File: src/rtl/alu_sequencer_if.sv
// Request/response handshake bundle between a requester and alu_sequencer.
// master = requester side, slave = sequencer side.
interface alu_sequencer_if;
  logic        req_valid;
  logic        req_ready;
  logic [3:0]  req_con;
  logic [15:0] req_a;
  logic [15:0] req_b;
  logic        rsp_valid;
  logic        rsp_ready;
  logic [15:0] rsp_out;
  logic [15:0] rsp_r0;
  logic        rsp_err;

  modport master (
    output req_valid, req_con, req_a, req_b, rsp_ready,
    input  req_ready, rsp_valid, rsp_out, rsp_r0, rsp_err
  );

  modport slave (
    input  req_valid, req_con, req_a, req_b, rsp_ready,
    output req_ready, rsp_valid, rsp_out, rsp_r0, rsp_err
  );
endinterface

File: src/rtl/alu_sequencer.sv
// alu_sequencer: accepts one ALU operation, drives a combinational ALU for a
// per-opcode number of cycles, captures the result and holds it until taken.
// Optional macro ALU_SEQ_DIVZERO_TRAP_EN: divide by zero is trapped locally
// (one cycle, rsp_out=FFFF, rsp_r0=dividend, rsp_err=1) instead of issued.
module alu_sequencer #(
  parameter int unsigned MUL_CYC = 2,
  parameter int unsigned DIV_CYC = 4
) (
  input  logic        clk,
  input  logic        rst_n,
  alu_sequencer_if.slave bus,
  output logic [15:0] alu_in1,
  output logic [15:0] alu_in2,
  output logic [3:0]  alu_con,
  input  logic [15:0] alu_out,
  input  logic [15:0] alu_r0,
  output logic        busy
);

  typedef enum logic [1:0] {IDLE, EXEC, DONE} state_t;

  localparam logic [3:0] MUL_LOAD = 4'(MUL_CYC - 1);
  localparam logic [3:0] DIV_LOAD = 4'(DIV_CYC - 1);

  state_t      state_reg, state_next;
  logic [3:0]  con_reg, cnt_reg, cnt_load;
  logic [15:0] a_reg, b_reg, out_reg, r0_reg;
  logic        err_reg;
  logic        accept, legal_req, legal_cur, trap_req, trap_cur;

  function automatic logic is_legal(input logic [3:0] c);
    case (c)
      4'h1, 4'h2, 4'h4, 4'h8, 4'hC, 4'hE, 4'hF: is_legal = 1'b1;
      default:                                  is_legal = 1'b0;
    endcase
  endfunction

  assign accept    = (state_reg == IDLE) && bus.req_valid;
  assign legal_req = is_legal(bus.req_con);
  assign legal_cur = is_legal(con_reg);

`ifdef ALU_SEQ_DIVZERO_TRAP_EN
  assign trap_req = (bus.req_con == 4'h8) && (bus.req_b == 16'h0000);
  assign trap_cur = (con_reg == 4'h8) && (b_reg == 16'h0000);
`else
  assign trap_req = 1'b0;
  assign trap_cur = 1'b0;
`endif

  // Multi-cycle only for real mul/div; faults and simple ops take one cycle.
  assign cnt_load = (!legal_req || trap_req) ? 4'h0 :
                    (bus.req_con == 4'h4)    ? MUL_LOAD :
                    (bus.req_con == 4'h8)    ? DIV_LOAD : 4'h0;

  // State register.
  always_ff @(posedge clk or negedge rst_n) begin
    if (!rst_n) state_reg <= IDLE;
    else        state_reg <= state_next;
  end

  // Next-state logic.
  always_comb begin
    state_next = state_reg;
    case (state_reg)
      IDLE:    if (bus.req_valid) state_next = EXEC;
      EXEC:    if (cnt_reg == 4'h0) state_next = DONE;
      DONE:    if (bus.rsp_ready) state_next = IDLE;
      default: state_next = IDLE;
    endcase
  end

  // Operand latch, cycle counter and result capture.
  always_ff @(posedge clk or negedge rst_n) begin
    if (!rst_n) begin
      con_reg <= 4'h0;
      cnt_reg <= 4'h0;
      a_reg   <= 16'h0000;
      b_reg   <= 16'h0000;
      out_reg <= 16'h0000;
      r0_reg  <= 16'h0000;
      err_reg <= 1'b0;
    end else begin
      if (accept) begin
        con_reg <= bus.req_con;
        a_reg   <= bus.req_a;
        b_reg   <= bus.req_b;
        cnt_reg <= cnt_load;
      end else if (state_reg == EXEC) begin
        if (cnt_reg != 4'h0) begin
          cnt_reg <= cnt_reg - 4'h1;
        end else if (!legal_cur) begin
          out_reg <= 16'h0000;
          err_reg <= 1'b1;
        end else if (trap_cur) begin
          out_reg <= 16'hFFFF;
          r0_reg  <= a_reg;
          err_reg <= 1'b1;
        end else begin
          out_reg <= alu_out;
          if (con_reg == 4'h4 || con_reg == 4'h8) r0_reg <= alu_r0;
          err_reg <= 1'b0;
        end
      end
    end
  end

  // Outputs decoded from state; ALU opcode only issued for non-faulting EXEC.
  always_comb begin
    bus.req_ready = (state_reg == IDLE) && rst_n;
    bus.rsp_valid = (state_reg == DONE);
    bus.rsp_out   = out_reg;
    bus.rsp_r0    = r0_reg;
    bus.rsp_err   = err_reg;
    busy          = (state_reg != IDLE);
    alu_in1       = a_reg;
    alu_in2       = b_reg;
    alu_con       = 4'h0;
    if (state_reg == EXEC && legal_cur && !trap_cur) alu_con = con_reg;
  end

endmodule
File: src/flat_wrapper.sv
// flat-port wrapper written by rule: the top's interface ports become plain ports
module alu_sequencer_flat 
#(
  parameter int unsigned MUL_CYC = 2,
  parameter int unsigned DIV_CYC = 4
)
  (clk, rst_n, alu_in1, alu_in2, alu_con, alu_out, alu_r0, busy, bus_req_valid, bus_req_con, bus_req_a, bus_req_b, bus_rsp_ready, bus_req_ready, bus_rsp_valid, bus_rsp_out, bus_rsp_r0, bus_rsp_err);
  alu_sequencer_if bus_i ();
  input  logic clk;
  input  logic rst_n;
  output logic [15:0] alu_in1;
  output logic [15:0] alu_in2;
  output logic [3:0] alu_con;
  input  logic [15:0] alu_out;
  input  logic [15:0] alu_r0;
  output logic busy;
  input wire logic [$bits(bus_i.req_valid)-1:0] bus_req_valid;
  input wire logic [$bits(bus_i.req_con)-1:0] bus_req_con;
  input wire logic [$bits(bus_i.req_a)-1:0] bus_req_a;
  input wire logic [$bits(bus_i.req_b)-1:0] bus_req_b;
  input wire logic [$bits(bus_i.rsp_ready)-1:0] bus_rsp_ready;
  output wire logic [$bits(bus_i.req_ready)-1:0] bus_req_ready;
  output wire logic [$bits(bus_i.rsp_valid)-1:0] bus_rsp_valid;
  output wire logic [$bits(bus_i.rsp_out)-1:0] bus_rsp_out;
  output wire logic [$bits(bus_i.rsp_r0)-1:0] bus_rsp_r0;
  output wire logic [$bits(bus_i.rsp_err)-1:0] bus_rsp_err;
  assign bus_i.req_valid = bus_req_valid;
  assign bus_i.req_con = bus_req_con;
  assign bus_i.req_a = bus_req_a;
  assign bus_i.req_b = bus_req_b;
  assign bus_i.rsp_ready = bus_rsp_ready;
  assign bus_req_ready = bus_i.req_ready;
  assign bus_rsp_valid = bus_i.rsp_valid;
  assign bus_rsp_out = bus_i.rsp_out;
  assign bus_rsp_r0 = bus_i.rsp_r0;
  assign bus_rsp_err = bus_i.rsp_err;
  alu_sequencer #(.MUL_CYC(MUL_CYC), .DIV_CYC(DIV_CYC)) u_core (.clk(clk), .rst_n(rst_n), .bus(bus_i), .alu_in1(alu_in1), .alu_in2(alu_in2), .alu_con(alu_con), .alu_out(alu_out), .alu_r0(alu_r0), .busy(busy));
endmodule
File: config.mk
export PLATFORM = sky130hd
export DESIGN_NAME = alu_sequencer_flat
export DESIGN_NICKNAME = d
export VERILOG_FILES = /design/src/rtl/alu_sequencer_if.sv /design/src/rtl/alu_sequencer.sv /design/src/flat_wrapper.sv
export SDC_FILE = /design/constraint.sdc
export NUM_CORES = 1
export LEC_CHECK = 0
export CORE_MARGIN = 3
export CORE_UTILIZATION = 36
export CTS_CLUSTER_DIAMETER = 120
export CTS_CLUSTER_SIZE = 25
export DETAILED_ROUTE_END_ITERATION = 8
export GPL_TIMING_DRIVEN = 0
export PLACE_DENSITY = 0.72
export REMOVE_ABC_BUFFERS = 1
export SLEW_MARGIN = 20
export SYNTH_ARGS = -nofsm -noshare
export SYNTH_HDL_FRONTEND = slang
export SYNTH_SLANG_ARGS = --single-unit
File: constraint.sdc
create_clock -name clk -period 2.4 [get_ports clk]
set_clock_uncertainty 0.2 [all_clocks]
set_input_delay 0.24 -clock clk [delete_from_list [all_inputs] [get_ports clk]]
set_output_delay 0.24 -clock clk [all_outputs]
set_load 0.02 [all_outputs]
**Word level (Yosys, flattened, before mapping)**

Cells that the tools add are included.

- Shift-type cells: 0
- Multiply operators: 0
- Mux-type cells: 15
- Add/sub/neg operators: 1
- Bitwise logic cells: 2
- Eq/ne operators: 19
- $lt $le $gt $ge: 0
- Div/mod/pow operators: 0
- Reduce and logical (&&, ||, !) cells: 16

Operators by type and width:

| kind | count |
|---|---|
| == test 4 bit (second input constant) | 8 |
| 2-to-1 mux 4 bit | 6 |
| 2-to-1 mux 16 bit | 1 |
| OR reduction 7 bit | 2 |
| == test 4 x 1 -> 1 bit (second input constant) | 2 |
| == test 4 x 2 -> 1 bit (second input constant) | 2 |
| == test 4 x 3 -> 1 bit (second input constant) | 2 |
| 2-to-1 mux 2 bit | 4 |
| case mux 2 bit (3 select lines) | 1 |
| AND reduction 3 bit | 2 |
| nonzero test 2 bit | 3 |
| AND reduction 5 bit | 1 |
| logical NOT 4 bit | 1 |
| != test 2 bit (second input constant) | 2 |
| nonzero test 4 bit | 1 |
| subtractor 4 x 1 -> 4 bit (second input constant) | 1 |
| logical AND 1 bit | 3 |
| 2-to-1 mux 1 bit | 3 |
| == test 2 x 1 -> 1 bit (second input constant) | 1 |
| == test 2 bit (second input constant) | 1 |
| logical NOT 2 bit | 1 |
| != test 2 x 1 -> 1 bit (second input constant) | 1 |
| inverter 1 bit | 2 |
| AND reduction 2 bit | 1 |
| logical OR 1 bit | 1 |

- Output and inout port bits: 72
- Flip-flop bits (word level): 75
- Bits in read-only memories: 0
- Input bits: 72
- Memories kept: 0
- Bits in latches: 0
- Bits in writable memories: 0
- Logic and storage cells: 61

**Longest topological paths before layout**

- Word-level depth: 5
- Mapped depth: 8
- Gate-level depth less buffers: 6

**Worst setup path after synthesis**

Ideal clock, no wire load.

- Path type: register to register
- From: reg u_core.cnt_reg[0]
- To: reg u_core.r0_reg[10], in the netlist u_core.bus.rsp_r0[10]
- Cell stages (with the launch flop): 9
- Arrival: 1.729 ns
- Path slack: 0.346 ns
- Clock period less this slack: 2.054 ns
- Buffers on the path: 2
- Library setup time: 0.125 ns
- Required time: 2.075 ns
- Path through: dfrtp_1 > inv_1 > ha_1 > nor3b_1 > and2_1 > buf_6 > nand3_4 > buf_6 > mux2_4

- Longest elaborated chain between the ends: 3

Ends and longest elaborated chain:

| what | RTL line | RTL |
|---|---|---|
| start, declared | alu_sequencer.sv:26 | `logic [3:0] con_reg, cnt_reg, cnt_load;` |
| start signal, assigned | alu_sequencer.sv:87 | `cnt_reg <= cnt_load;` |
| start signal, assigned | alu_sequencer.sv:90 | `cnt_reg <= cnt_reg - 4'h1;` |
| nonzero test 4 bit | alu_sequencer.sv:89 | `if (cnt_reg != 4'h0) begin` |
| inverter 1 bit (no line) | n/a |  |
| AND reduction 5 bit (no line) | n/a |  |
| end signal, assigned | alu_sequencer.sv:96 | `r0_reg <= a_reg;` |
| end signal, assigned | alu_sequencer.sv:100 | `if (con_reg == 4'h4 \|\| con_reg == 4'h8) r0_reg <= alu_r0;` |
| end, declared | alu_sequencer.sv:27 | `logic [15:0] a_reg, b_reg, out_reg, r0_reg;` |

No other way between the ends.
A chain may end at the register's enable or synchronous reset.

**Worst setup path in the final report**

- From: reg u_core.con_reg[0]
- To: out alu_con[0]

- Longest elaborated chain between the ends: 5
- Elaborated cells between the ends (all ways): 11
- Classes of those cells: eq/ne: 7; mux: 2; reduce/logical: 2

Ends and longest elaborated chain:

| what | RTL line | RTL |
|---|---|---|
| start, declared | alu_sequencer.sv:26 |  |
| start signal, assigned | alu_sequencer.sv:84 | `con_reg <= bus.req_con;` |
| == test 4 x 1 -> 1 bit, or another cell as far along | alu_sequencer.sv:32 | `case (c)` |
| OR reduction 7 bit | alu_sequencer.sv:32 |  |
| 2-to-1 mux 1 bit | alu_sequencer.sv:32 |  |
| logical AND 1 bit | alu_sequencer.sv:118 | `if (state_reg == EXEC && legal_cur && !trap_cur) alu_con = con_reg;` |
| 2-to-1 mux 4 bit * | alu_sequencer.sv:118 |  |
| end, declared | flat_wrapper.sv:13 | `output logic [3:0] alu_con;` |

Mark *: on every way between the ends. The rest lies on a longest branch, timed or not.

==> reports/metrics.cfg <==
[outcome]
status=finished clean

[pwr]
p_leak_nw=2.11
power.density_nw_per_um2=1380
ir_drop_mv=0.674

[yosys]
ys.flop_type=dfrtp_1
synthSimpleGateAreaFrac=0.0910
ys_seq_elements=75
ys_seq_area_frac=0.610
synth_xor_area_frac=0.0142
synth_area_leader_cell=dfrtp_1
synth.avg_cell_area_um2=13.0
muxShareOfSynthArea=0.206
syn-cell-area_um2=3080
synth_fa_ha_area_frac=0.00813
synth_edf_count=0
syn_inst=236
synth_top_family_by_area=multiplexers
synth_top_area_frac=0.610
synthTopCellsByArea=dfrtp_1 61%, mux2_2 16%, mux2_4 4.9%
async_flop_share=1.00
synthDistinctLibCells=30
yosysWarnings=0
synth_compound_area_frac=0.0447

[route]
first_pass_iters=4
ant_nets=0
wl_um=7290
post_drt_wl_per_cell_um=14.7
via_count=2327
drt_iter0_drc=47
drc_errors=0
via_per_inst=4.68

[clocking]
insertion_delay_ps=330
clockRootBuffer=clkbuf_8
cts_tree=built
clock-sinks=75
numCtsBuffers=9
clk_pin_slew_ps=80
htree_levels=3
clockBufferDepth=2

[global_route]
grt_pass1_vias=2511
grt_first_pass_wirelength_um=12000
grt_overflow_total=0
antenna_found_initial=0
grt_max_degree=39
gr-usage-all-layers=0.153

[critical_path]
startpoint_type=flop
crit_required_ps=1960
crit_path_end_kind=output pin
r2r.worst_path.cells=4
worstSetupPathType=reg2out
critPathMaxFanout=6
cp.arrival_ps=1810

[job]
drv_cap=0

[timing]
hold_violations=0
final-setup-viol-count=0
slew_headroom=0.510
drv_slew=0
fin_setup_tns_ps=0
tightest_slew_ps=732
layout_min_cycle_time_ps=2250
grt_setup_unrepaired=false
fmax_mhz=444
post-route-period-util=0.939

[die]
fp.dieW_um=98.5
placementRows=33
design.die.area_um2=9700
die_h_um=98.5
core_um2=8260
initial_core_util=0.373
io_pins=144

[finish]
antenna_cells=0
drive_gt1_frac=0.227
postLayoutCellArea_um2=4930
nets=462
synthToLayoutAreaGrowth_pct=60.1
utilization=0.597
num-fill-cells=717

[min_path]
hp-class=in2async

[placed_design]
place_hpwl_um=5470
placed_area_um2=4640
place.port_buffers=143
routabilityCongestion=0.757

==> cell usage after synthesis (all sizes together), types with 2 or more instances <==
cell type and n:
nor3b 2, buf 8, xor2 4, inv 4, nand2 38, mux2 53, nor2 10, clkbuf 3
o21ai 18, nor3 2, dfrtp 75, nand3 4, ha 2
==> through the flow <==
stage | power (W) | worst slack, ps | std cells | hold slack (ps)
2_1_floorplan | 0.00407 | -1790 | 225 | -256
3_3_place_gp | 0.00559 | -3590 | 473 | 263
3_5_place_dp | 0.00573 | -312 | 479 | 51.5
4_1_cts | 0.00689 | 32.3 | 497 | 230
5_1_grt | 0.00724 | 2.54 | 497 | 245
6_report | 0.00679 | 145 | 497 | 242
==> final cells by class <==
| class | instances | area [µm²] | share of cell area |
|---|---|---|---|
| sequential | 75 | 1880 | 0.381 |
| timing repair buffer | 152 | 1520 | 0.309 |
| multi-input combinational | 146 | 1160 | 0.235 |
| clock buffer | 11 | 151 | 0.0307 |
| tap | 105 | 131 | 0.0266 |
| clock inverter | 4 | 73.8 | 0.0150 |
| inverter | 4 | 15.0 | 0.00305 |
==> worst max-delay path, stage by stage, from the launching register on <==
cell and delay (ps):
dfrtp_1 440, nor2_2 110, a21o_1 190, a221oi_4 340, nor2_1 90, clkdlybuf4s15_1 320
==> report_power, final <==
group          leakage [nW]  total [W]  internal, W  switching, W
clock network         0.115    0.00107     0.000637      0.000430
registers             0.907    0.00224      0.00186      0.000374
logic                  1.09    0.00349      0.00182       0.00167
total                  2.11    0.00679      0.00433       0.00247
==> layout by cell type (no fill, tap or decap), types with 2 or more instances in the layout <==
cell type,instances
xor2_1,4
ha_1,2
buf_4,7
nand2_1,38
inv_1,4
clkdlybuf4s15_1,2
mux2_4,10
nor2_1,9
nor3_1,2
dfrtp_1,74
o21ai_0,18
mux2_2,43
clkbuf_8,11
nor3b_2,2
nand3_1,3
clkdlybuf4s50_1,137
bufinv_16,2
clkbuf_2,2
==> logic make-up after synthesis <==
group,after synthesis
mux,53
flops,75
buf+inv,15
xor+xnor,5
fa+ha+maj,2
compound gates,24
simple gates,62
==> timing repair <==
action,CTS,global route
hold endpoints to repair,38,0
setup endpoints to repair,20,21
setup buffers,1,0
resized for setup,8,11
pin swaps,1,1
gates cloned,0,0
hold buffers,2,0
==> routing by layer <==
layer / share of wire / global-route usage
met3: 0.086 / 0.0587
met5: 0 / 0
met2: 0.49 / 0.245
met1: 0.41 / 0.191
met4: 0.0080 / 0.0504
==> worst paths after layout <==
| check | end | slack [ps] | start |
|---|---|---|---|
| setup / recovery | alu_con[0] | 150 | u_core.con_reg[0] |
| hold / removal | u_core.bus.rsp_r0[5] | 240 | rst_n |
| setup reg to reg | u_core.alu_in1[0] | 160 | u_core.state_reg[0] |
| hold reg to reg | u_core.bus.rsp_out[7] | 280 | u_core.bus.rsp_out[7] |
| max in group asynchronous | u_core.con_reg[1] | 1550 | rst_n |
| min in group clk | u_core.bus.rsp_out[3] | 260 | alu_out[3] |
No activity file was read; power rests on OpenSTA's default activity.
